## src/rtl/blk_2c96b5_pkg.sv

```systemverilog
// Package for the gate2 secure scan-mux select control segment.
// Provides the lock-state encoding and the default key/lockout parameters.
package blk_2c96b5_pkg;

  // Encoding 2'b11 is deliberately left out; the top treats it as a fault.
  typedef enum logic [1:0] {
    LsLocked   = 2'b00,
    LsUnlocked = 2'b01,
    LsLockout  = 2'b10
  } lock_state_e;

  localparam int unsigned DefKeyWidth = 16;
  localparam logic [15:0] DefKeyValue = 16'hA5C3;
  localparam int unsigned DefMaxFails = 3;

endpackage

```

## src/rtl/blk_2c96b5_tdr_shift_reg.sv

```systemverilog
// Parameterized IJTAG TDR capture/shift register.
// Ports:
//   i_clk         IJTAG clock, rising edge
//   i_rst         asynchronous active-high reset, clears the register
//   i_capture_en  load i_capture_vec (wins over shift)
//   i_shift_en    shift one bit: i_si enters MSB, LSB leaves on o_so
//   i_capture_vec parallel capture value
//   i_si          scan in
//   o_so          scan out, always the register LSB
//   o_data        parallel register contents
module blk_2c96b5_tdr_shift_reg
  import blk_2c96b5_pkg::*;
#(
  parameter int unsigned Width = DefKeyWidth + 1
) (
  input  logic             i_clk,
  input  logic             i_rst,
  input  logic             i_capture_en,
  input  logic             i_shift_en,
  input  logic [Width-1:0] i_capture_vec,
  input  logic             i_si,
  output logic             o_so,
  output logic [Width-1:0] o_data
);

  logic [Width-1:0] r_sr;

  always_ff @(posedge i_clk or posedge i_rst) begin
    if (i_rst) begin
      r_sr <= '0;
    end else if (i_capture_en) begin
      r_sr <= i_capture_vec;
    end else if (i_shift_en) begin
      r_sr <= {i_si, r_sr[Width-1:1]};
    end
  end

  assign o_so   = r_sr[0];
  assign o_data = r_sr;

endmodule

```

## src/rtl/blk_2c96b5.sv

```systemverilog
// Gate2 secure scan-mux select control segment (IJTAG TDR).
// A KEY_WIDTH+1 bit TDR holds {key, sel_req}. On update, a matching key
// unlocks the segment and loads mux select from sel_req; repeated mismatches
// push the block into a lockout that only reset clears.
// Ports:
//   i_ijtag_tck    IJTAG clock, all state on rising edge
//   i_ijtag_reset  asynchronous active-high reset
//   i_ijtag_sel    segment selected; gates ce/se/ue
//   i_ijtag_ce     capture enable (highest priority)
//   i_ijtag_se     shift enable
//   i_ijtag_ue     update enable (lowest priority)
//   i_ijtag_si     scan in
//   o_ijtag_so     scan out = sr[0]
//   o_mux_select   registered select to the scan mux
//   o_lock_state   00 locked, 01 unlocked, 10 lockout
//   o_fail_count   saturating mismatch count
module blk_2c96b5
  import blk_2c96b5_pkg::*;
#(
  parameter int unsigned            KEY_WIDTH = DefKeyWidth,
  parameter logic [KEY_WIDTH-1:0]   KEY_VALUE = DefKeyValue,
  parameter int unsigned            MAX_FAILS = DefMaxFails,
  localparam int unsigned           FCW       = $clog2(MAX_FAILS + 1)
) (
  input  logic           i_ijtag_tck,
  input  logic           i_ijtag_reset,
  input  logic           i_ijtag_sel,
  input  logic           i_ijtag_ce,
  input  logic           i_ijtag_se,
  input  logic           i_ijtag_ue,
  input  logic           i_ijtag_si,
  output logic           o_ijtag_so,
  output logic           o_mux_select,
  output logic [1:0]     o_lock_state,
  output logic [FCW-1:0] o_fail_count
);

  localparam int unsigned    SrWidth   = KEY_WIDTH + 1;
  localparam logic [FCW-1:0] MaxFailsW = FCW'(MAX_FAILS);

  lock_state_e    r_state;
  lock_state_e    w_state_d;
  logic           r_mux_select;
  logic           w_mux_select_d;
  logic [FCW-1:0] r_fail_count;
  logic [FCW-1:0] w_fail_count_d;
  logic [FCW-1:0] w_fail_inc;

  logic               w_capture;
  logic               w_shift;
  logic               w_update;
  logic [SrWidth-1:0] w_capture_vec;
  logic [SrWidth-1:0] w_sr;
  logic               w_match;

  // One action per cycle: capture beats shift beats update.
  assign w_capture = i_ijtag_sel & i_ijtag_ce;
  assign w_shift   = i_ijtag_sel & ~i_ijtag_ce & i_ijtag_se;
  assign w_update  = i_ijtag_sel & ~i_ijtag_ce & ~i_ijtag_se & i_ijtag_ue;

  assign w_capture_vec = {{(KEY_WIDTH - 2){1'b0}}, r_state, r_mux_select};

  blk_2c96b5_tdr_shift_reg #(
    .Width (SrWidth)
  ) u_tdr (
    .i_clk         (i_ijtag_tck),
    .i_rst         (i_ijtag_reset),
    .i_capture_en  (w_capture),
    .i_shift_en    (w_shift),
    .i_capture_vec (w_capture_vec),
    .i_si          (i_ijtag_si),
    .o_so          (o_ijtag_so),
    .o_data        (w_sr)
  );

  assign w_match = (w_sr[SrWidth-1:1] == KEY_VALUE);

  // Saturating increment: the count never wraps past MAX_FAILS.
  assign w_fail_inc = (r_fail_count >= MaxFailsW) ? MaxFailsW : r_fail_count + FCW'(1);

  always_comb begin
    w_state_d      = r_state;
    w_mux_select_d = r_mux_select;
    w_fail_count_d = r_fail_count;

    case (r_state)
      LsLocked: begin
        if (w_update) begin
          if (w_match) begin
            w_state_d      = LsUnlocked;
            w_mux_select_d = w_sr[0];
            w_fail_count_d = '0;
          end else begin
            w_fail_count_d = w_fail_inc;
            w_state_d      = (w_fail_inc >= MaxFailsW) ? LsLockout : LsLocked;
          end
        end
      end
      LsUnlocked: begin
        if (w_update) begin
          if (w_match) begin
            w_mux_select_d = w_sr[0];
          end else begin
            w_mux_select_d = 1'b0;
            w_fail_count_d = w_fail_inc;
            w_state_d      = (w_fail_inc >= MaxFailsW) ? LsLockout : LsLocked;
          end
        end
      end
      LsLockout: begin
        w_mux_select_d = 1'b0;
      end
      default: begin
        // Unreachable encoding: fail safe into lockout on the next edge.
        w_state_d      = LsLockout;
        w_mux_select_d = 1'b0;
      end
    endcase
  end

  always_ff @(posedge i_ijtag_tck or posedge i_ijtag_reset) begin
    if (i_ijtag_reset) begin
      r_state      <= LsLocked;
      r_mux_select <= 1'b0;
      r_fail_count <= '0;
    end else begin
      r_state      <= w_state_d;
      r_mux_select <= w_mux_select_d;
      r_fail_count <= w_fail_count_d;
    end
  end

  assign o_mux_select = r_mux_select;
  assign o_lock_state = r_state;
  assign o_fail_count = r_fail_count;

endmodule

```

## config.mk

```make
export PLATFORM = sky130hd
export DESIGN_NAME = blk_2c96b5
export DESIGN_NICKNAME = d
export VERILOG_FILES = /design/src/rtl/blk_2c96b5_pkg.sv /design/src/rtl/blk_2c96b5_tdr_shift_reg.sv /design/src/rtl/blk_2c96b5.sv
export SDC_FILE = /design/constraint.sdc
export NUM_CORES = 1
export LEC_CHECK = 0
export CAP_MARGIN = 25
export CELL_PAD_IN_SITES_DETAIL_PLACEMENT = 0
export CELL_PAD_IN_SITES_GLOBAL_PLACEMENT = 1
export CORE_MARGIN = 10
export CORE_UTILIZATION = 39
export CTS_CLUSTER_SIZE = 8
export DETAILED_ROUTE_END_ITERATION = 12
export PLACE_DENSITY = 0.82
export SKIP_LAST_GASP = 1
export SLEW_MARGIN = 20
export SYNTH_ARGS = -nofsm -noshare
export SYNTH_HDL_FRONTEND = slang
export SYNTH_SLANG_ARGS = --single-unit
```

## constraint.sdc

```tcl
create_clock -name i_ijtag_tck -period 1.2 [get_ports i_ijtag_tck]
set_input_delay 0.3 -clock i_ijtag_tck [delete_from_list [all_inputs] [get_ports i_ijtag_tck]]
set_output_delay 0.3 -clock i_ijtag_tck [all_outputs]
set_load 0.1 [all_outputs]
```

=== Word-level counts from Yosys, hierarchy flattened ===
Cells that the tools add are included.

* Input port bits: 7
* Flip-flop bits (word level): 22
* Output and inout port bits: 6
* Word-level logic and storage cells: 47

* Equal/unequal tests: 7
* Reduce and logical (&&, ||, !) cells: 6
* $add $sub $neg: 1
* Bitwise logic cells: 8
* Mux-type cells: 19
* Magnitude comparators: 2

{| class="wikitable"
|+ Operators with widths
! cell !! number
|-
| $mux 17 || 2
|-
| $mux 2 || 10
|-
| $eq 16x16->1 const B || 1
|-
| $ne 2x2->1 const B || 4
|-
| $reduce_and 4->1 || 2
|-
| $pmux 2 s3 || 1
|-
| $and 1x1->1 || 5
|-
| $ge 2x2->1 const B || 2
|-
| $mux 1 || 4
|-
| $pmux 2 s2 || 1
|-
| $reduce_bool 2->1 || 2
|-
| $not 1->1 || 3
|-
| $reduce_and 3->1 || 1
|-
| $add 2x1->2 const B || 1
|-
| $eq 2x1->1 const B || 1
|-
| $eq 2x2->1 const B || 1
|-
| $logic_not 2->1 || 1
|-
| $pmux 1 s2 || 1
|}

=== Logic depth before layout (Yosys ltp) ===
Gate-level depths: netlist (run 1).

* Word-level depth: 7
* Mapped depth: 5
* Gate-level depth less buffers: 4

=== Hierarchy ===
A second synthesis (run 1) with hierarchy kept.

* Cell total of the unflattened synthesis: 109
* Area total of the unflattened synthesis: 1139.8 um^2

{| class="wikitable"
|+ By module, submodules not included
! module !! area an instance (um^2) !! cells an instance !! instances !! sequential area each (um^2)
|-
| blk_2c96b5_tdr_shift_reg || 804.5 || 75 || 1 || 425.4
|-
| blk_2c96b5 || 335.3 || 34 || 1 || 125.1
|}

=== Least setup slack after synthesis (run 1) ===
OpenSTA, ideal clock, no wires.

* Path type: reg2reg
* Start point: register r_state[1] (netlist: o_lock_state[1])
* End point: register r_fail_count[1] (netlist: o_fail_count[1])
* Required time: 1.075 ns
* Cell stages (with the launch flop): 4
* Setup time: 0.125 ns
* Path slack: -0.382 ns
* Period minus slack after synthesis: 1.582 ns
* Arrival time: 1.457 ns
* Buffers on the path: 0
* Cells stage by stage: dfrtp_1 -> and2b_4 -> a21oi_1 -> o2bb2ai_1

* Cells in the longest elaborated chain, start to end: 3
* Elaborated cells on any way between the ends: 8
* Those cells by class: eq/ne (4); mux (1); reduce/logical (3)

{| class="wikitable"
|+ RTL lines
! what !! RTL line !! source
|-
| start, declared || blk_2c96b5.sv:41 || <nowiki>lock_state_e r_state;</nowiki>
|-
| start signal, assigned || blk_2c96b5.sv:123 || <nowiki>r_state <= LsLocked;</nowiki>
|-
| start signal, assigned || blk_2c96b5.sv:127 || <nowiki>r_state <= w_state_d;</nowiki>
|-
| $eq 2x1->1 or $logic_not 2->1 (tied branches) || blk_2c96b5.sv:86 || <nowiki>case (r_state)</nowiki>
|-
| $ne 2x2->1 (no source line) or $reduce_bool 2->1 (tied branches) || - ||
|-
| $reduce_and 4->1 (no source line) || - ||
|-
| end signal, assigned || blk_2c96b5.sv:129 || <nowiki>r_fail_count <= w_fail_count_d;</nowiki>
|-
| end, declared || blk_2c96b5.sv:45 || <nowiki>logic [FCW-1:0] r_fail_count;</nowiki>
|}

Parallel ways exist; a longest one is shown, timed or not.
A chain may end at the register's enable or synchronous reset.

=== Worst setup path in the final report (run 1) ===
* Start point: register r_state[1] (netlist: o_lock_state[1])
* End point: output o_lock_state[1]

{| class="wikitable"
|+ RTL lines
! what !! RTL line !! source
|-
| end, declared || blk_2c96b5.sv:34 || <nowiki>output logic [1:0] o_lock_state,</nowiki>
|}

No word-level cell between the ends.

==> flow_summary_export.csv, run 1 <==
group,metric,value,unit
setup_path,max_stage_delay,510,ps
floorplan,die_area,4920,sq um
timing,rsz0062_at_grt,"yes",
finish,final_common_cell,"buf_4",
clock_tree,path_clk_slew,130,ps
drt,post_drt_wl_per_cell,15.9,um
drt,wl,2150,um
clock_tree,tritoncts,"done",
finish,drive_gt1_frac,0.524,
setup_path,crit_buf_inv,1,
placement,place_congestion,0.801,
timing,tns,-363,ps
setup_path,crit_path_end_kind,"output pin",
timing,fin_crit,1290,ps
global_routing,grt_use_total,0.0907,
worst_hold_path,hold_class,"input port to asynchronous set/reset pin",
floorplan,rows,18,
timing,period_share,1.08,
clock_tree,clock-root-buffer,"clkbuf_4",
setup_path,slowest_stage,"dfrtp_4",
status,status,"finished, violations left",
clock_tree,cts.path.max_buffers,2,
yosys,yosysSeqAreaShare,0.562,
placement,port_buffers,12,
floorplan,io_pins,13,
drt,initialDrtViolationCount,26,
drt,ant_nets,0,
drt,vias,765,
setup_path,cp_data_required_time,900,ps
flow_run,cap_violations,0,
drt,dr.pass1.iters,5,
clock_tree,cts_sinks,22,
status,violations,"negative setup slack",
finish,area_growth,43.6,%
pwr,p_per_area,1250,nW/um^2
timing,setup_slack,-90.5,ps
setup_path,worst-path-stages,1,
timing,whs,309,ps
timing,max_freq,775,MHz
clock_tree,htreeDepth,1,
pwr,leakage,0.644,nW
floorplan,core_area,2430,sq um
yosys,synth_cells,71,
placement,hpwl,1530,um
yosys,synth.avg_cell_area,13.8,sq um
yosys,synth_warnings,0,
drt,viasPerCell,5.67,
setup_path,critical_path_class,"flop to output pin",
pwr,vdd_drop_max,1.05,mV
yosys,ys_ff_latch,22,
finish,fin_nets,113,
timing,hold_viol,0,
floorplan,die_height,70.1,um
setup_path,cp_top_family,"flip-flops",
global_routing,grt_pass1_vias,851,
global_routing,grt_pass1_wl,3780,um
setup_path,worst_setup_path_start_kind,"flop",
finish,antennaDiodeCount,0,
yosys,synth_cell_types,26,
timing,setup_viol,9,
global_routing,antenna_found_initial,0,
global_routing,overflow,0,
setup_path,path_cells,"buf_12",
setup_path,crit_fanout,2,
timing,slew_viol_final,0,
floorplan,start_util,0.403,
global_routing,grt_max_degree,23,
timing,maxSlewHeadroom,0.705,
drt,drc_errors,0,
setup_path,arrival,990,ps
timing,worst_pin_slew,441,ps
clock_tree,clock_latency,320,ps
clock_tree,cts_hold_buf,0,
setup_path,r2r_cells,4,
clock_tree,cts_made_buffers,3,
yosys,syn-cell-area,980,sq um
floorplan,die_width,70.1,um
finish,layout_common_cells,"buf_4 (19), dfrtp_1 (16), a22o_1 (13)",
yosys,synth_nets,78,
timing,fin_skew,13.9,ps
path summary, 6_finish.rpt:
kind | from | endpoint | slack, ps
max | o_lock_state[1] | o_lock_state[1] | -90
min | i_ijtag_reset | u_tdr.o_data[6] | 310
max reg2reg | u_tdr.o_data[5] | o_mux_select | -70
min reg2reg | u_tdr.o_data[8] | u_tdr.o_data[8] | 540
max in group asynchronous | i_ijtag_reset | o_lock_state[1] | 730
min in group i_ijtag_tck | i_ijtag_sel | u_tdr.o_data[1] | 500
synthesized netlist by cell type:
cell,number,share of area
a21oi_1,1,0.0051
a22o_1,13,0.12
a22o_2,7,0.072
a31o_2,1,0.0089
a31oi_1,1,0.0064
and2_4,1,0.0089
and2b_4,1,0.010
and4_4,1,0.011
and4bb_2,4,0.051
and4bb_4,1,0.017
buf_2,1,0.0051
buf_6,1,0.011
buf_8,1,0.015
dfrtp_1,22,0.56
inv_1,2,0.0077
mux2i_1,1,0.010
nand2b_1,2,0.013
nand3_1,2,0.010
nand3b_1,1,0.0077
nand4_1,1,0.0064
nor2_1,1,0.0038
nor2b_2,1,0.0089
o21ai_1,1,0.0051
o21ai_2,1,0.0089
o221ai_1,1,0.0089
o2bb2ai_1,1,0.0089
report_power, final:
group	total [mW]	switching (mW)	internal, mW	leakage [nW]
registers	0.808	0.0315	0.776	0.285
logic	0.378	0.218	0.160	0.331
clock network	0.573	0.235	0.338	0.0279
state kept, by name, summed over array words and instances, names as in the netlist:
signal / flops
u_tdr.o_data: 17
o_mux_select: 1
o_fail_count: 2
o_lock_state: 2
layer usage:
layer	global-route usage	part of all wire	wire, um	vias up
met4	0.0504	0.023	50	0
li1	-	-	-	347
met2	0.148	0.48	1040	19
met5	0	0	0	-
met1	0.104	0.45	957	393
met3	0.0254	0.047	101	6
layout make-up:
| type | instances | area, sq um |
|---|---|---|
| multi-input cells | 44 | 398 |
| clock buffers | 3 | 22.5 |
| flip-flops and latches | 22 | 561 |
| well taps | 30 | 37.5 |
| fillers | 207 | 1030 |
| clock inverters | 1 | 30.0 |
| repair buffers | 33 | 350 |
| inverters | 2 | 7.51 |
kinds of logic (layout without fill, tap and decap cells):
kind of cell,after synthesis,after routing,synth area share
flops,22,22,0.562
mux,1,1,0.0102
simple gates,16,16,0.148
buf+inv,5,39,0.0396
compound gates,27,27,0.240
what timing repair did:
| action | in CTS | in global routing |
|---|---|---|
| buffers inserted | 7 | 2 |
| pin swaps | 6 | 1 |
| gates resized for setup | 4 | 1 |
| setup endpoints to repair | 28 | 11 |
through the flow:
step,total power [mW],util,instance area [sq um],setup slack [ps],instances
after floorplan,1.03,-,990,-9.32,71
after global placement,1.16,0.526,1280,-446,122
after detailed placement,1.17,0.526,1280,-481,122
after CTS,1.77,0.570,1390,-98.5,133
after global routing,1.82,0.578,1410,-126,135
final,1.76,0.578,1410,-90.5,135
(Power assumes the default switching activity.)
==> inputs of run 2 (changes only) <==
--- a/config.mk
+++ b/config.mk
@@ -12,7 +12,7 @@
 export CORE_UTILIZATION = 39
 export CTS_CLUSTER_SIZE = 8
 export DETAILED_ROUTE_END_ITERATION = 12
-export PLACE_DENSITY = 0.82
+export PLACE_DENSITY = 0.84
 export SKIP_LAST_GASP = 1
 export SLEW_MARGIN = 20
 export SYNTH_ARGS = -nofsm -noshare
==> flow_summary_export.csv, run 2 (synthesized netlist as in run 1, its figures left out) <==
group,metric,value,unit
finish,layout_common_cells,"buf_4 (18), dfrtp_1 (16), a22o_1 (13)",
timing,period_share,1.07,
finish,antennaDiodeCount,0,
timing,setup_viol,10,
clock_tree,clock_latency,300,ps
setup_path,cp_data_required_time,900,ps
floorplan,die_height,70.1,um
timing,max_freq,780,MHz
finish,fin_nets,112,
pwr,p_per_area,1230,nW/um^2
clock_tree,cts_made_buffers,3,
finish,drive_gt1_frac,0.558,
placement,port_buffers,12,
clock_tree,clock-root-buffer,"clkbuf_4",
drt,drc_errors,0,
timing,fin_crit,1280,ps
clock_tree,cts.path.max_buffers,2,
timing,tns,-381,ps
floorplan,die_width,70.1,um
floorplan,rows,18,
setup_path,crit_fanout,2,
setup_path,crit_buf_inv,1,
placement,hpwl,1430,um
global_routing,grt_pass1_wl,3550,um
placement,preCtsSetupSlack,-478,ps
pwr,leakage,0.640,nW
clock_tree,htreeDepth,1,
placement,placed_cells,121,
setup_path,cp_top_family,"flip-flops",
setup_path,slowest_stage,"dfrtp_4",
global_routing,antenna_found_initial,0,
timing,setup_slack,-82.0,ps
floorplan,core_area,2430,sq um
worst_hold_path,hold_class,"input port to asynchronous set/reset pin",
setup_path,arrival,980,ps
drt,dr.pass1.iters,4,
setup_path,critical_path_class,"flop to output pin",
setup_path,crit_path_end_kind,"output pin",
drt,vias,741,
timing,worst_pin_slew,440,ps
global_routing,grt_use_total,0.0842,
pwr,vdd_drop_max,1.23,mV
timing,hold_viol,0,
timing,maxSlewHeadroom,0.705,
pwr,p_total,1.75,mW
finish,final_common_cell,"buf_4",
floorplan,io_pins,13,
setup_path,path_cells,"buf_12",
status,violations,"negative setup slack",
global_routing,grt_max_degree,23,
global_routing,overflow,0,
drt,initialDrtViolationCount,28,
timing,fin_skew,1.86,ps
drt,viasPerCell,5.53,
floorplan,die_area,4920,sq um
finish,final_cells,134,
flow_run,cap_violations,0,
drt,post_drt_wl_per_cell,15.3,um
clock_tree,tritoncts,"done",
drt,wl,2050,um
drt,ant_nets,0,
clock_tree,cts_sinks,22,
timing,rsz0062_at_grt,"yes",
placement,place_congestion,0.697,
clock_tree,cts_hold_buf,0,
setup_path,worst_setup_path_start_kind,"flop",
global_routing,grt_pass1_vias,789,
finish,largest_register_ff_count,17,
floorplan,start_util,0.403,
finish,area_growth,45.1,%
setup_path,max_stage_delay,510,ps
timing,slew_viol_final,0,
clock_tree,path_clk_slew,120,ps
status,status,"finished, violations left",
[run 2: cell types whose count changed in the layout (fill, tap and decap cells not counted), sizes merged]
| cell | delta |
|---|---|
| buf | -1 |
[run 2: layer usage]
layer / vias up / wire length, um / GRT usage
li1: 347 / - / -
met1: 381 / 939 / 0.0975
met2: 13 / 1020 / 0.144
met3: 0 / 89 / 0.0381
met4: 0 / 0 / 0.00658
met5: - / 0 / 0
[run 2: worst paths after layout]
kind,startpoint,to,slack [ps],depth (start not counted)
setup / recovery,o_lock_state[1],o_lock_state[1],-80,1
hold / removal,i_ijtag_reset,o_fail_count[1],300,3
setup reg to reg,u_tdr.o_data[6],o_fail_count[0],-80,5
hold reg to reg,u_tdr.o_data[7],u_tdr.o_data[7],530,1
max in group asynchronous,i_ijtag_reset,o_lock_state[1],750,3
min in group i_ijtag_tck,i_ijtag_sel,u_tdr.o_data[2],510,3
[run 2: worst min-delay path, cell delays in order]
cell	delay, ps
clkdlybuf4s50_1	390
inv_1	90
buf_12	180
[run 2: repair_timing]
item                                    4_1_cts  5_1_grt
setup buffers                                 7        2
pin swaps                                     7        5
resized for setup                             6        3
endpoints found under the setup margin       28       11
endpoints found under the hold margin         0        0
[run 2: cell type report]
class / count / area, sq um
multi-input cells: 44 / 420
inverters: 2 / 7.51
repair buffers: 32 / 343
flip-flops and latches: 22 / 561
well taps: 30 / 37.5
clock buffers: 3 / 22.5
fillers: 195 / 1010
clock inverters: 1 / 30.0
[run 2: power breakdown]
group	leakage [nW]	internal (mW)	switching [mW]
Combinational	0.327	0.162	0.222
Clock	0.0279	0.338	0.220
Sequential	0.285	0.776	0.0312
Total	0.640	1.28	0.474
[run 2: through the flow]
step | instance area (sq um) | hold slack [ps] | util
2_1_floorplan | 990 | 289 | -
3_3_place_gp | 1270 | 501 | 0.523
3_5_place_dp | 1270 | 507 | 0.523
4_1_cts | 1390 | 296 | 0.572
5_1_grt | 1420 | 289 | 0.584
6_report | 1420 | 298 | 0.584
